$ cat src/rtl/uart_fifo_param_pkg.sv
// Shared constants and elaboration helpers for the parametrised UART FIFO.
package uart_fifo_param_pkg;

  localparam int UART_FIFO_DW    = 8;
  localparam int UART_FIFO_DEPTH = 32;
  localparam int UART_FIFO_AF    = 28;
  localparam int UART_FIFO_AE    = 4;

  function automatic int fifoClog2(input int value);
    int result;
    result = 0;
    while ((1 << result) < value) result++;
    return result;
  endfunction

  function automatic bit isPow2(input int value);
    return (value > 0) && ((value & (value - 1)) == 0);
  endfunction

endpackage

$ cat src/rtl/uart_fifo_param_if.sv
// Handshake and status bundle between the UART controller and the FIFO.
interface uart_fifo_param_if
  import uart_fifo_param_pkg::*;
#(
  parameter int DATA_W = UART_FIFO_DW,
  parameter int DEPTH  = UART_FIFO_DEPTH
) ();

  localparam int CW = fifoClog2(DEPTH) + 1;

  logic              flush;
  logic              write_request;
  logic [DATA_W-1:0] data_in;
  logic              read_request;
  logic              clear_err;
  logic [DATA_W-1:0] data_out;
  logic              data_valid;
  logic              full;
  logic              empty;
  logic              almost_full;
  logic              almost_empty;
  logic [CW-1:0]     count;
  logic              overflow;
  logic              underflow;

  modport master (
    output flush, write_request, data_in, read_request, clear_err,
    input  data_out, data_valid, full, empty, almost_full, almost_empty,
           count, overflow, underflow
  );

  modport slave (
    input  flush, write_request, data_in, read_request, clear_err,
    output data_out, data_valid, full, empty, almost_full, almost_empty,
           count, overflow, underflow
  );

endinterface

$ cat src/rtl/uart_fifo_param_ram.sv
// Dual-port storage array; no reset so it maps onto block or distributed RAM.
module uart_fifo_param_ram
  import uart_fifo_param_pkg::*;
#(
  parameter int DATA_W = UART_FIFO_DW,
  parameter int DEPTH  = UART_FIFO_DEPTH,
  parameter int AW     = fifoClog2(DEPTH)
) (
  input  logic              clk,
  input  logic              wrEn_i,
  input  logic [AW-1:0]     wrAddr_i,
  input  logic [DATA_W-1:0] wrData_i,
  input  logic              rdEn_i,
  input  logic [AW-1:0]     rdAddr_i,
  output logic [DATA_W-1:0] rdData_o
);

  logic [DATA_W-1:0] mem [DEPTH];
  logic [DATA_W-1:0] rdData_q;

  // Same-address read and write returns the old entry (read-before-write).
  always_ff @(posedge clk) begin
    if (wrEn_i) mem[wrAddr_i] <= wrData_i;
    if (rdEn_i) rdData_q <= mem[rdAddr_i];
  end

  assign rdData_o = rdData_q;

endmodule

$ cat src/rtl/uart_fifo_param.sv
// Parametrised synchronous FIFO: pointers, occupancy, flags and sticky errors.
module uart_fifo_param
  import uart_fifo_param_pkg::*;
#(
  parameter int DATA_W   = UART_FIFO_DW,
  parameter int DEPTH    = UART_FIFO_DEPTH,
  parameter int AF_LEVEL = UART_FIFO_AF,
  parameter int AE_LEVEL = UART_FIFO_AE
) (
  input  logic               clk,
  input  logic               SYS_reset,
  uart_fifo_param_if.slave   fifo_io
);

  localparam int AW = fifoClog2(DEPTH);
  localparam int CW = AW + 1;

  if (!isPow2(DEPTH) || DEPTH < 4) begin : g_bad_depth
    $error("uart_fifo_param: DEPTH must be a power of two and at least 4");
  end
  if (!(AE_LEVEL < AF_LEVEL && AF_LEVEL <= DEPTH)) begin : g_bad_levels
    $error("uart_fifo_param: need AE_LEVEL < AF_LEVEL <= DEPTH");
  end

  logic [AW-1:0]     wrPtr_q, wrPtr_d, rdPtr_q, rdPtr_d;
  logic [CW-1:0]     count_q, count_d;
  logic              full_q, full_d, empty_q, empty_d;
  logic              almostFull_q, almostFull_d, almostEmpty_q, almostEmpty_d;
  logic              overflow_q, overflow_d, underflow_q, underflow_d;
  logic              valid_q, valid_d;
  logic [DATA_W-1:0] holdData_q, ramData, dataOut;
  logic              wrRaw, rdRaw, wrOk, rdOk;

  // Raw acceptance ignores flush so a flushed request is not seen as an error.
  always_comb begin
    rdRaw         = fifo_io.read_request & ~empty_q;
    wrRaw         = fifo_io.write_request & (~full_q | rdRaw);
    rdOk          = rdRaw & ~fifo_io.flush;
    wrOk          = wrRaw & ~fifo_io.flush;
    wrPtr_d       = wrPtr_q;
    rdPtr_d       = rdPtr_q;
    count_d       = count_q;
    overflow_d    = overflow_q;
    underflow_d   = underflow_q;
    valid_d       = rdOk;
    if (fifo_io.flush) begin
      wrPtr_d = '0;
      rdPtr_d = '0;
      count_d = '0;
    end else begin
      wrPtr_d     = wrPtr_q + AW'(wrOk);
      rdPtr_d     = rdPtr_q + AW'(rdOk);
      count_d     = count_q + CW'(wrOk) - CW'(rdOk);
      overflow_d  = (fifo_io.write_request & ~wrRaw) | (overflow_q & ~fifo_io.clear_err);
      underflow_d = (fifo_io.read_request & ~rdRaw) | (underflow_q & ~fifo_io.clear_err);
    end
    full_d        = (count_d == CW'(DEPTH));
    empty_d       = (count_d == '0);
    almostFull_d  = (count_d >= CW'(AF_LEVEL));
    almostEmpty_d = (count_d <= CW'(AE_LEVEL));
  end

  always_ff @(posedge clk) begin
    if (SYS_reset) begin
      wrPtr_q       <= '0;
      rdPtr_q       <= '0;
      count_q       <= '0;
      full_q        <= 1'b0;
      empty_q       <= 1'b1;
      almostFull_q  <= 1'b0;
      almostEmpty_q <= 1'b1;
      overflow_q    <= 1'b0;
      underflow_q   <= 1'b0;
      valid_q       <= 1'b0;
      holdData_q    <= '0;
    end else begin
      wrPtr_q       <= wrPtr_d;
      rdPtr_q       <= rdPtr_d;
      count_q       <= count_d;
      full_q        <= full_d;
      empty_q       <= empty_d;
      almostFull_q  <= almostFull_d;
      almostEmpty_q <= almostEmpty_d;
      overflow_q    <= overflow_d;
      underflow_q   <= underflow_d;
      valid_q       <= valid_d;
      holdData_q    <= dataOut;
    end
  end

  uart_fifo_param_ram #(
    .DATA_W (DATA_W),
    .DEPTH  (DEPTH),
    .AW     (AW)
  ) u_ram (
    .clk      (clk),
    .wrEn_i   (wrOk & ~SYS_reset),
    .wrAddr_i (wrPtr_q),
    .wrData_i (fifo_io.data_in),
    .rdEn_i   (rdOk & ~SYS_reset),
    .rdAddr_i (rdPtr_q),
    .rdData_o (ramData)
  );

  // The RAM register carries fresh data only in the valid cycle; otherwise the last value is held.
  assign dataOut = valid_q ? ramData : holdData_q;

  assign fifo_io.data_out     = dataOut;
  assign fifo_io.data_valid   = valid_q;
  assign fifo_io.full         = full_q;
  assign fifo_io.empty        = empty_q;
  assign fifo_io.almost_full  = almostFull_q;
  assign fifo_io.almost_empty = almostEmpty_q;
  assign fifo_io.count        = count_q;
  assign fifo_io.overflow     = overflow_q;
  assign fifo_io.underflow    = underflow_q;

endmodule

$ cat src/flat_wrapper.sv
// flat-port wrapper written by rule: the top's interface ports become plain ports
module uart_fifo_param_flat import uart_fifo_param_pkg::*;
#(
  parameter int DATA_W   = UART_FIFO_DW,
  parameter int DEPTH    = UART_FIFO_DEPTH,
  parameter int AF_LEVEL = UART_FIFO_AF,
  parameter int AE_LEVEL = UART_FIFO_AE
)
  (clk, SYS_reset, fifo_io_flush, fifo_io_write_request, fifo_io_data_in, fifo_io_read_request, fifo_io_clear_err, fifo_io_data_out, fifo_io_data_valid, fifo_io_full, fifo_io_empty, fifo_io_almost_full, fifo_io_almost_empty, fifo_io_count, fifo_io_overflow, fifo_io_underflow);
  uart_fifo_param_if #(.DATA_W(DATA_W), .DEPTH(DEPTH)) fifo_io_i ();
  input  logic clk;
  input  logic SYS_reset;
  input wire logic [$bits(fifo_io_i.flush)-1:0] fifo_io_flush;
  input wire logic [$bits(fifo_io_i.write_request)-1:0] fifo_io_write_request;
  input wire logic [$bits(fifo_io_i.data_in)-1:0] fifo_io_data_in;
  input wire logic [$bits(fifo_io_i.read_request)-1:0] fifo_io_read_request;
  input wire logic [$bits(fifo_io_i.clear_err)-1:0] fifo_io_clear_err;
  output wire logic [$bits(fifo_io_i.data_out)-1:0] fifo_io_data_out;
  output wire logic [$bits(fifo_io_i.data_valid)-1:0] fifo_io_data_valid;
  output wire logic [$bits(fifo_io_i.full)-1:0] fifo_io_full;
  output wire logic [$bits(fifo_io_i.empty)-1:0] fifo_io_empty;
  output wire logic [$bits(fifo_io_i.almost_full)-1:0] fifo_io_almost_full;
  output wire logic [$bits(fifo_io_i.almost_empty)-1:0] fifo_io_almost_empty;
  output wire logic [$bits(fifo_io_i.count)-1:0] fifo_io_count;
  output wire logic [$bits(fifo_io_i.overflow)-1:0] fifo_io_overflow;
  output wire logic [$bits(fifo_io_i.underflow)-1:0] fifo_io_underflow;
  assign fifo_io_i.flush = fifo_io_flush;
  assign fifo_io_i.write_request = fifo_io_write_request;
  assign fifo_io_i.data_in = fifo_io_data_in;
  assign fifo_io_i.read_request = fifo_io_read_request;
  assign fifo_io_i.clear_err = fifo_io_clear_err;
  assign fifo_io_data_out = fifo_io_i.data_out;
  assign fifo_io_data_valid = fifo_io_i.data_valid;
  assign fifo_io_full = fifo_io_i.full;
  assign fifo_io_empty = fifo_io_i.empty;
  assign fifo_io_almost_full = fifo_io_i.almost_full;
  assign fifo_io_almost_empty = fifo_io_i.almost_empty;
  assign fifo_io_count = fifo_io_i.count;
  assign fifo_io_overflow = fifo_io_i.overflow;
  assign fifo_io_underflow = fifo_io_i.underflow;
  uart_fifo_param #(.DATA_W(DATA_W), .DEPTH(DEPTH), .AF_LEVEL(AF_LEVEL), .AE_LEVEL(AE_LEVEL)) u_core (.clk(clk), .SYS_reset(SYS_reset), .fifo_io(fifo_io_i));
endmodule
$ cat config.mk
export PLATFORM = sky130hd
export DESIGN_NAME = uart_fifo_param_flat
export DESIGN_NICKNAME = d
export VERILOG_FILES = /design/src/rtl/uart_fifo_param_pkg.sv /design/src/rtl/uart_fifo_param_if.sv /design/src/rtl/uart_fifo_param_ram.sv /design/src/rtl/uart_fifo_param.sv /design/src/flat_wrapper.sv
export SDC_FILE = /design/constraint.sdc
export NUM_CORES = 1
export LEC_CHECK = 0
export BUFFER_PORTS_ARGS = -buffer_cell sky130_fd_sc_hd__buf_2
export CAP_MARGIN = 20
export CORE_ASPECT_RATIO = 1.1
export CORE_MARGIN = 2
export CORE_UTILIZATION = 55
export CTS_CLUSTER_DIAMETER = 100
export CTS_CLUSTER_SIZE = 28
export DETAILED_ROUTE_END_ITERATION = 6
export PLACE_DENSITY = 0.82
export REMOVE_ABC_BUFFERS = 1
export SYNTH_ARGS = -nofsm -noshare
export SYNTH_HDL_FRONTEND = slang
export SYNTH_HIERARCHICAL = 1
export SYNTH_SLANG_ARGS = --single-unit
$ cat constraint.sdc
create_clock -name clk -period 2.5 [get_ports clk]
set_clock_uncertainty 0.1 [all_clocks]
set_input_delay 0.125 -clock clk [delete_from_list [all_inputs] [get_ports clk]]
set_output_delay 0.125 -clock clk [all_outputs]
set_load 0.01 [all_outputs]
==> results.py <==
metrics = {
    "layout": {
        "postLayoutCellArea_sq_mm": 0.0128,
        "layout.cells.non_filler": 893,
        "antennaDiodeCount": 0,
        "drive_above_1_share_pct": 33.8,
        "fill_cells": 1298,
        "nNetsFinal": 654,
        "syn2layout_area_growth_pct": 12.1,
    },
    "drt": {
        "wl_mm": 22.3,
        "ant_nets": 0,
        "detail_route.first_pass.iterations": 4,
        "vias_per_cell": 6.18,
        "num_vias": 5522,
        "drc": 0,
        "drt_iter0_drc": 507,
        "routedWlPerCell_microns": 24.9,
    },
    "sta": {
        "worst_slack_ps": 28.4,
        "hold_viol": 0,
        "setup_viol": 0,
        "finalSetupTns_ps": 0,
        "max_freq_mhz": 405,
        "worstMarginPinSlew_ps": 737,
        "fin_crit_ps": 2470,
        "whs_ps": 63.9,
        "drv_slew": 0,
        "maxSlewHeadroom_pct": 50.7,
        "min_period_over_period_pct": 98.9,
    },
    "worst_setup_path": {
        "worstPathCellList": "nand2b_4 > nand2_2 > nand2_2 > ha_4 > inv_2 > ha_4 > fa_2 > a31oi_4 > xnor2_2 > or3_4 > a21oi_2",
        "crit_path_end_kind": "flip-flop",
        "startpoint": "u_core/fifo_io.empty",
        "cp-start-kind": "flip-flop",
        "path_max_fanout": 3,
        "slowest_delay_ps": 400,
        "r2r_start": "u_core/fifo_io.empty",
        "critical_path_class": "flip-flop to flip-flop",
        "critical_path.slowest_cell": "or3_4",
        "required_ps": 2820,
        "cp_data_arrival_time_ps": 2790,
    },
    "run_status": {
        "status": "finished clean",
    },
    "clocking": {
        "cts-root-buf": "clkbuf_16",
        "htree_levels": 1,
        "cts_buffers": 14,
        "cts_tree": "yes",
        "clk_pin_slew_ps": 100,
        "clock_sinks": 295,
        "clock_path_buffers": 3,
        "clk_latency_ps": 490,
    },
    "synthesis": {
        "synth.distinct_cells": 35,
        "synth_top_area_cell": "edfxtp_1",
        "synthTopCellsByCount": "edfxtp_1, mux4_2, nor2_1",
        "yosys_warnings": 6,
        "synth_area_per_cell_sq_um": 20.9,
        "ys_seq_area_share_pct": 74.7,
        "yosys_register_bits": 295,
        "ys.flop_type": "edfxtp_1",
        "netlist_instances": 548,
        "async_flop_share_pct": 0,
        "synth_area_sq_mm": 0.0114,
        "synth_edf_count": 264,
        "synth_top_area_share_pct": 69.2,
        "synth.most_common_cell": "edfxtp_1",
        "synth_top_cells_by_area": "edfxtp_1, mux4_2, dfxtp_1",
    },
    "placed_design": {
        "portBuffers": 34,
        "dpl_worst_slack_ps": -107,
        "gp_congestion": 0.801,
        "hpwl_mm": 14.0,
        "place_inst": 861,
        "placed_area_sq_mm": 0.0122,
    },
    "job": {
        "maxCapViolations": 0,
    },
    "min_path": {
        "min_from": "fifo_io_flush",
        "hp-class": "primary input to flip-flop",
    },
    "power_and_ir_drop": {
        "vdd_drop_max_uv": 383,
        "p_leak_nw": 4.09,
        "power.density_mw_per_mm2": 675,
    },
    "floorplanning": {
        "die_h_microns": 155,
        "core_sq_mm": 0.0205,
        "fp.dieW_microns": 142,
        "ios": 35,
        "initial_core_util_pct": 55.8,
        "die_area_sq_mm": 0.0220,
        "rows": 55,
    },
    "grt": {
        "grt.total_usage_pct": 20.7,
        "grt_max_degree": 33,
        "grt_first_pass_wirelength_mm": 33.9,
        "antenna_found_initial": 0,
        "grt_pass1_vias": 5739,
        "grt.overflow.total": 0,
    },
}
## logic make-up (layout without fill, tap and decap cells)
group           after synthesis  in the layout  share of synthesized area, %
simple gates                 95             95                          4.08
fa+ha+maj                    11             11                          1.27
flops                       295            295                          74.7
mux                          96             96                          17.3
xor+xnor                     10             10                         0.765
compound gates               11             11                         0.667
buf+inv                      30            119                          1.26
## metrics by stage
| step | utilization [%] | total power [mW] |
|---|---|---|
| 2_1_floorplan | - | 5.89 |
| 3_3_place_gp | 59.7 | 6.09 |
| 3_5_place_dp | 59.7 | 6.12 |
| 4_1_cts | 62.3 | 8.66 |
| 5_1_grt | 62.6 | 8.92 |
| 6_report | 62.6 | 8.67 |
## cell type report
cell class | count | area, sq um | area share (%)
Clock buffer | 23 | 405 | 3.16
Clock inverter | 1 | 16.3 | 0.127
Inverter | 7 | 26.3 | 0.205
Multi-Input combinational cell | 223 | 2840 | 22.1
Sequential cell | 295 | 8550 | 66.6
Tap cell | 256 | 320 | 2.49
Timing Repair Buffer | 88 | 673 | 5.24
## timing repair
action,4_1_cts,5_1_grt
hold buffers,6,0
endpoints found under the setup margin,3,5
pin swaps,4,9
endpoints found under the hold margin,11,0
resized for setup,6,12
setup buffers,2,0
## flip-flops by register name (all words and copies together), names as in the netlist, 5 cells and up
name,cells
u_core/u_ram/mem,256
u_core/fifo_io.count,6
u_core/rdPtr_q,5
u_core/u_ram/rdData_o,8
u_core/wrPtr_q,5
u_core/holdData_q,8
## worst max-delay path, delay by kind of cell (launching register included)
family	cells	cell delay (ps)
buffers and inverters	1	40
DFF	1	340
AOI/OAI and AO/OA	2	300
adders and majority gates	3	830
xor gates and xnor gates	1	90
and+or+nand+nor	4	720
## layer usage
layer	part of all wire (%)	wire, microns	global-route usage (%)
met5	0	0	0
met4	2.8	622	6.48
met3	6.6	1480	3.14
met2	51	11200	35.2
met1	40	8910	28.2
## worst paths after layout
check / depth (start not counted) / to / slack [ps]
hold / removal: 4 / u_core/fifo_io.empty / 60
hold reg to reg: 2 / u_core/holdData_q[1] / 500
setup reg to reg: 11 / u_core/fifo_io.empty / 30
setup / recovery: 11 / u_core/fifo_io.empty / 30
## power breakdown
| group | internal [mW] | switching [mW] |
|---|---|---|
| Sequential | 5.41 | 0.0343 |
| Clock | 1.14 | 1.39 |
| Combinational | 0.331 | 0.361 |
## cells in the final DEF (no fill, tap or decap), types with 2 or more instances in the layout
cell type	count
a21oi_1	4
and2_1	8
buf_2	34
nand2_1	4
buf_4	42
nand2_2	2
dfxtp_1	28
inv_1	6
ha_4	2
dlygate4sd3_1	6
mux2_2	16
clkbuf_1	8
ha_1	8
clkbuf_16	15
nand3b_1	5
nor2b_1	9
edfxtp_1	264
xor2_1	4
or3b_2	3
nand3_1	6
buf_12	5
a21o_1	2
dfxtp_2	2
xnor2_1	4
xnor2_2	2
nor2_1	47
mux4_2	80
nand4_1	2
No activity file was read; power rests on OpenSTA's default activity.
